`src/rtl/cpu_types_pkg.sv`:
```
// Shared pipeline types: state encoding for the skid stage register.
// Latency: n/a (types only).
// Backpressure: n/a (types only).
package cpu_types_pkg;

    // Encoding equals occupancy so the stage can drive its count straight from state.
    typedef enum logic [1:0] {
        EMPTY = 2'd0,
        ONE   = 2'd1,
        FULL  = 2'd2
    } skid_state_t;

endpackage

```
`src/rtl/pipe_skid_reg.sv`:
```
// Pipeline stage register with optional two-entry skid buffer between stages.
// Latency: one cycle from acceptance into an empty stage to out_valid.
// Backpressure: SKID=1 gives registered in_ready (low only when FULL); SKID=0 gives
//   in_ready = !out_valid || out_ready combinationally.
// Ports: CLK/nRST (async active-low), flush discards held beats, in_* upstream
//   valid/ready/payload, out_* downstream valid/ready/payload, count = occupancy 0..2.
module pipe_skid_reg
    import cpu_types_pkg::*;
#(
    parameter int unsigned      WIDTH  = 32,
    parameter int unsigned      SKID   = 1,
    parameter logic [WIDTH-1:0] BUBBLE = '0
) (
    input  logic             CLK,
    input  logic             nRST,
    input  logic             flush,
    input  logic             in_valid,
    output logic             in_ready,
    input  logic [WIDTH-1:0] in_data,
    output logic             out_valid,
    input  logic             out_ready,
    output logic [WIDTH-1:0] out_data,
    output logic [1:0]       count
);

    skid_state_t      state, state_n;
    logic [WIDTH-1:0] main_q, main_n;
    logic [WIDTH-1:0] skid_q, skid_n;
    logic             acc;
    logic             take;

    assign acc       = in_valid && in_ready;
    assign take      = out_valid && out_ready;
    assign out_valid = (state != EMPTY);
    assign out_data  = main_q;
    assign count     = state;

    generate
        if (SKID != 0) begin : g_skid
            // Registered ready: the skid entry absorbs the beat that arrives in the
            // cycle downstream stalls, so out_ready never reaches in_ready.
            assign in_ready = (state != FULL);

            always_comb begin
                state_n = state;
                main_n  = main_q;
                skid_n  = skid_q;
                case (state)
                    EMPTY: begin
                        if (acc) begin
                            state_n = ONE;
                            main_n  = in_data;
                        end
                    end
                    ONE: begin
                        if (acc && take) begin
                            main_n = in_data;
                        end else if (acc) begin
                            state_n = FULL;
                            skid_n  = in_data;
                        end else if (take) begin
                            state_n = EMPTY;
                            main_n  = BUBBLE;
                        end
                    end
                    FULL: begin
                        // in_ready is low here, so only the drain case exists.
                        if (take) begin
                            state_n = ONE;
                            main_n  = skid_q;
                            skid_n  = BUBBLE;
                        end
                    end
                    default: begin
                        state_n = EMPTY;
                        main_n  = BUBBLE;
                        skid_n  = BUBBLE;
                    end
                endcase
                // Flush wins over any accept/take in the same cycle.
                if (flush) begin
                    state_n = EMPTY;
                    main_n  = BUBBLE;
                    skid_n  = BUBBLE;
                end
            end
        end else begin : g_single
            // Single entry: a beat may enter in the same cycle the held one leaves.
            assign in_ready = (state == EMPTY) || out_ready;

            always_comb begin
                state_n = state;
                main_n  = main_q;
                skid_n  = skid_q;   // unused entry, stays at BUBBLE from reset
                if (acc) begin
                    state_n = ONE;
                    main_n  = in_data;
                end else if (take) begin
                    state_n = EMPTY;
                    main_n  = BUBBLE;
                end
                if (flush) begin
                    state_n = EMPTY;
                    main_n  = BUBBLE;
                    skid_n  = BUBBLE;
                end
            end
        end
    endgenerate

    always_ff @(posedge CLK or negedge nRST) begin
        if (!nRST) begin
            state  <= EMPTY;
            main_q <= BUBBLE;
            skid_q <= BUBBLE;
        end else begin
            state  <= state_n;
            main_q <= main_n;
            skid_q <= skid_n;
        end
    end

endmodule

```
`config.mk`:
```
export PLATFORM = sky130hd
export DESIGN_NAME = pipe_skid_reg
export DESIGN_NICKNAME = d
export VERILOG_FILES = /design/src/rtl/cpu_types_pkg.sv /design/src/rtl/pipe_skid_reg.sv
export SDC_FILE = /design/constraint.sdc
export NUM_CORES = 1
export LEC_CHECK = 0
export ABC_AREA = 1
export CAP_MARGIN = 5
export CORE_MARGIN = 2
export CORE_UTILIZATION = 48
export DETAILED_ROUTE_END_ITERATION = 16
export GPL_ROUTABILITY_DRIVEN = 0
export PLACE_DENSITY = 0.8
export REMOVE_ABC_BUFFERS = 1
export SLEW_MARGIN = 0
export SYNTH_ARGS = -nofsm -noshare
export SYNTH_HDL_FRONTEND = slang
export SYNTH_SLANG_ARGS = --single-unit
```
`constraint.sdc`:
```
create_clock -name CLK -period 1.57 [get_ports CLK]
set_input_delay 0.314 -clock CLK [delete_from_list [all_inputs] [get_ports CLK]]
set_output_delay 0.314 -clock CLK [all_outputs]
set_load 0.02 [all_outputs]
```
Word level (Yosys, flattened, before mapping):

Cells that the tools add are included.

* register bits: 66
* bits of input ports: 37
* output and inout port bits: 36
* logic and storage cells: 39

* eq/ne operators: 11
* multiplexer cells: 17
* reductions and logical operators: 8

Operators with widths (number)
* two-way mux 32 bit: 8
* case mux 32 bit (3 select lines): 2
* two-way mux 2 bit: 6
* != test 3 bit, second input constant: 4
* != test 4 bit, second input constant: 3
* AND reduction 4 bit: 3
* case mux 2 bit (3 select lines): 1
* != test 2 bit, second input constant: 2
* logical AND 1 bit: 3
* == test 2 x 1 -> 1 bit, second input constant: 1
* == test 2 bit, second input constant: 1
* zero test 2 bit: 1
* nonzero test 2 bit: 1

Longest topological paths before layout:

* depth in word-level cells: 7
* mapped depth: 10
* gate-level depth less buffers: 8

Worst setup path after synthesis:

No wires, ideal clock.

* path type: reg-to-reg
* start: register state[0] (netlist: count[0])
* end: register state[1] (netlist: count[1])
* setup time: 0.095 ns
* arrival time: 1.410 ns
* slack: 0.065 ns
* stages on the path, launching flop included: 7
* path buffers: 2
* period minus slack after synthesis: 1.505 ns
* cell sequence: dfrtp_1 > buf_4 > inv_1 > buf_2 > nand2_1 > nand2_1 > o31ai_1

* word-level cells in the longest chain between the ends: 6
* elaborated cells between the ends (all ways): 17
* those cells by class: eq/ne: 7; mux: 4; reduce/logical: 6

Ends and longest elaborated chain
* start, declared: line pipe_skid_reg.sv:26 `skid_state_t state, state_n;`
* start signal, assigned: line pipe_skid_reg.sv:117 `state <= state_n;`
* != test 2 bit *: line pipe_skid_reg.sv:42 `assign in_ready = (state != FULL);`
* named net in_ready: line pipe_skid_reg.sv:18 `output logic in_ready,`
* logical AND 1 bit *: line pipe_skid_reg.sv:32 `assign acc = in_valid && in_ready;`
* two-way mux 2 bit: line pipe_skid_reg.sv:58 `end else if (acc) begin`
* two-way mux 2 bit: line pipe_skid_reg.sv:56 `if (acc && take) begin`
* case mux 2 bit (3 select lines): line pipe_skid_reg.sv:48 `case (state)`
* two-way mux 2 bit: line pipe_skid_reg.sv:81 `if (flush) begin`

Mark *: on every way through the listed nets, which the timed path passes. The rest lies on a longest branch. The select of a mux whose other input is x is not followed.
A chain may end at the register's enable or synchronous reset.

Worst setup path in the final report:

* start: register state[1] (netlist: count[1])
* end: register main_q[29] (netlist: out_data[29])

* word-level cells in the longest chain between the ends: 6
* elaborated cells between the ends (all ways): 16
* those cells by class: eq/ne: 7; mux: 3; reduce/logical: 6

Ends and longest elaborated chain
* != test 2 bit or nonzero test 2 bit (tied branches): line pipe_skid_reg.sv:42, pipe_skid_reg.sv:34
* logical AND 1 bit, on equally long branches: line pipe_skid_reg.sv:32, pipe_skid_reg.sv:33
* logical AND 1 bit: line pipe_skid_reg.sv:56
* two-way mux 32 bit: line pipe_skid_reg.sv:56
* case mux 32 bit (3 select lines): line pipe_skid_reg.sv:48
* two-way mux 32 bit: line pipe_skid_reg.sv:81
* end signal, assigned: line pipe_skid_reg.sv:118 `main_q <= main_n;`
* end, declared: line pipe_skid_reg.sv:27 `logic [WIDTH-1:0] main_q, main_n;`

Several ways; a longest one is shown, not always the timed one.

==> results.py <==
metrics = {
    "status": {
        "status": "finished, final reports clean",
    },
    "worst_setup_path": {
        "cp.required_ns": 1.80,
        "setup.worst_path.start_class": "flip-flop",
        "endpoint_kind": "flip-flop",
        "cp.arrival_ns": 1.78,
        "cpPeakStageDelay_ns": 0.43,
        "worstPathCellList": "buf_4 -> inv_4 -> nand2_2 -> nor2_2 -> nor2_4 -> buf_12 -> clkbuf_16 -> nand3_1 -> nand2_1",
        "cp_slowest_cell": "dfrtp_1",
        "critPathKind": "flip-flop to flip-flop",
        "path_max_fanout": 8,
    },
    "floorplanning": {
        "boundaryPins": 73,
        "die-height_um": 91.8,
        "die_w_um": 91.8,
        "dieArea_um2": 8430,
        "start_util_pct": 48.7,
        "fp-row-count": 32,
        "core_area_um2": 7610,
    },
    "clocking": {
        "clockRootBuffer": "clkbuf_8",
        "cts-buffers-inserted": 9,
        "clk_latency_ns": 0.34,
        "cts_buffer_depth": 2,
        "clkSinkCount": 66,
        "path_clk_slew_ns": 0.07,
        "h-tree-depth": 3,
        "tritoncts": "yes",
    },
    "sta": {
        "final-hold-violation-count": 0,
        "period_needed_ns": 1.56,
        "tightest_slew_ns": 0.369,
        "fmax_ghz": 0.643,
        "setup_viol": 0,
        "grt_setup_unrepaired": "true",
        "tns_ns": 0,
        "hold_slack_ns": 0.472,
        "skew_ns": 0.00542,
        "fin_crit_sh_pct": 99.1,
        "slew_headroom_pct": 75.4,
        "drv_slew": 0,
    },
    "cells_and_area": {
        "drive_gt1_share_pct": 9.48,
        "layout.nets": 666,
        "final_util_pct": 63.9,
        "diodes": 0,
        "final_cell_mix": "249 x nand2_1, 65 x dfrtp_1, 64 x nand3_1, 57 x inv_1, 35 x clkdlybuf4s50_1",
        "area_growth_syn_to_layout_pct": 31.2,
        "final_common_cell": "nand2_1",
    },
    "yosys": {
        "syn_area_um2": 3700,
        "synthCells": 552,
        "yosysWarnings": 0,
        "yosysTopAreaCell": "dfrtp_1",
        "syn_avg_cell_area_um2": 6.71,
        "synthArstFlopShare_pct": 100,
        "ys_seq_elements": 66,
        "synth_ff_type": "dfrtp_1",
        "yosysSeqAreaShare_pct": 44.6,
        "synth.distinct_cells": 20,
        "synthTopCellsByArea": "dfrtp_1 45%, nand2_1 25%, nand3_1 8.6%, inv_1 6.0%, o21ai_1 4.3%",
        "synth_top_area_share_pct": 44.6,
        "synth_edf_count": 0,
    },
    "drt": {
        "drt_iter0_drc": 351,
        "drc": 0,
        "drt_wl_total_mm": 10.1,
        "wl_per_cell_um": 13.7,
        "dr.pass1.iters": 5,
        "viasPerCell": 5.17,
        "num_vias": 3799,
        "ant_nets": 0,
    },
    "place": {
        "port_buffers": 72,
        "dp_hpwl_mm": 5.94,
    },
    "worst_hold_path": {
        "hold_class": "flip-flop to flip-flop",
    },
    "global_routing": {
        "grt_start_max_net_pins": 67,
        "grt.overflow.total": 0,
        "grt_util_met3_pct": 4.60,
        "antenna_found_initial": 0,
        "busiest_layer": "met2",
        "grt_pass1_wl_mm": 15.9,
        "met1_usage_pct": 30.3,
        "met2_usage_pct": 38.8,
        "grtUsageTotal_pct": 23.2,
        "grt_pass1_vias": 3576,
    },
    "pwr": {
        "power-per-cell-area_nw_per_um2": 1010,
        "leakage_nw": 2.74,
        "peakVddDrop_mv": 0.498,
    },
    "job": {
        "drv_cap": 0,
    },
}
## worst max-delay path: cells and delay by family, from the launching register on
| kind | cells | cell delay [ns] |
|---|---|---|
| DFF | 1 | 0.43 |
| buffers and inverters | 4 | 0.56 |
| and+or+nand+nor | 5 | 0.45 |
## what timing repair did
action | 4_1_cts | 5_1_grt
resized for setup | 49 | 14
cloned | 0 | 3
endpoints found under the setup margin | 78 | 51
hold buffers | 1 | 0
endpoints found under the hold margin | 13 | 0
pin swaps | 0 | 2
buffers inserted | 1 | 1
## sequential cells by signal (all words and copies together) (netlist names)
signal / cells
count: 2
out_data: 32
skid_q: 32
## cells by family after synthesis
family	synth area share, %
flops	44.6
compound gates	4.70
buf+inv	11.0
simple gates	39.7
## metrics by stage
| stage | setup slack, ns | power (W) | area [um2] | instances |
|---|---|---|---|---|
| 6_report | 0.0144 | 0.00492 | 4860 | 735 |
| 5_1_grt | -0.0446 | 0.00520 | 4860 | 735 |
| 4_1_cts | 0.00384 | 0.00482 | 4750 | 731 |
| 3_5_place_dp | -0.410 | 0.00350 | 4580 | 714 |
| 3_3_place_gp | -0.286 | 0.00347 | 4580 | 714 |
| 2_1_floorplan | -0.937 | 0.00280 | 3530 | 520 |
## cell usage after synthesis, types with 3 or more instances
cell type,n
nand2_1,249
dfrtp_1,66
nor2_1,35
nand3_1,64
buf_2,16
clkbuf_1,6
nand2_2,3
inv_1,59
o21ai_1,32
buf_4,8
## path summary, 6_finish.rpt
check                                          from                       end  slack [ns]  cells past startpoint
max                            count[1]$_DFFE_PN0P_  out_data[29]$_DFFE_PN0P_        0.01                      9
min                        out_data[28]$_DFFE_PN0P_  out_data[28]$_DFFE_PN0P_        0.47                      2
max reg2reg                    count[1]$_DFFE_PN0P_  out_data[29]$_DFFE_PN0P_        0.01                      9
min reg2reg                out_data[28]$_DFFE_PN0P_  out_data[28]$_DFFE_PN0P_        0.47                      2
max in group asynchronous                      nRST      count[0]$_DFFE_PN0P_        0.74                      3
min in group asynchronous                      nRST   out_data[8]$_DFFE_PN0P_        0.51                      3
## layout make-up
class,instances,area [um2]
multi-input cells,391,1650
clock inverters,3,40.0
flip-flops and latches,66,1650
well taps,102,128
inverters,63,254
repair buffers,98,988
fillers,699,2750
clock buffers,12,145
## per-layer routing
layer | up-vias | wire, um
met1 | 1779 | 4230
met2 | 157 | 4930
met3 | 22 | 678
met4 | 0 | 248
met5 | - | 0
li1 | 1841 | -
## power breakdown
group	total [W]	internal [W]	switching, W
clock network	0.00140	0.000765	0.000632
logic	0.00153	0.000571	0.000959
registers	0.00200	0.00189	0.000108
total	0.00492	0.00322	0.00170
Note: power is estimated with default switching activity, not from simulation.
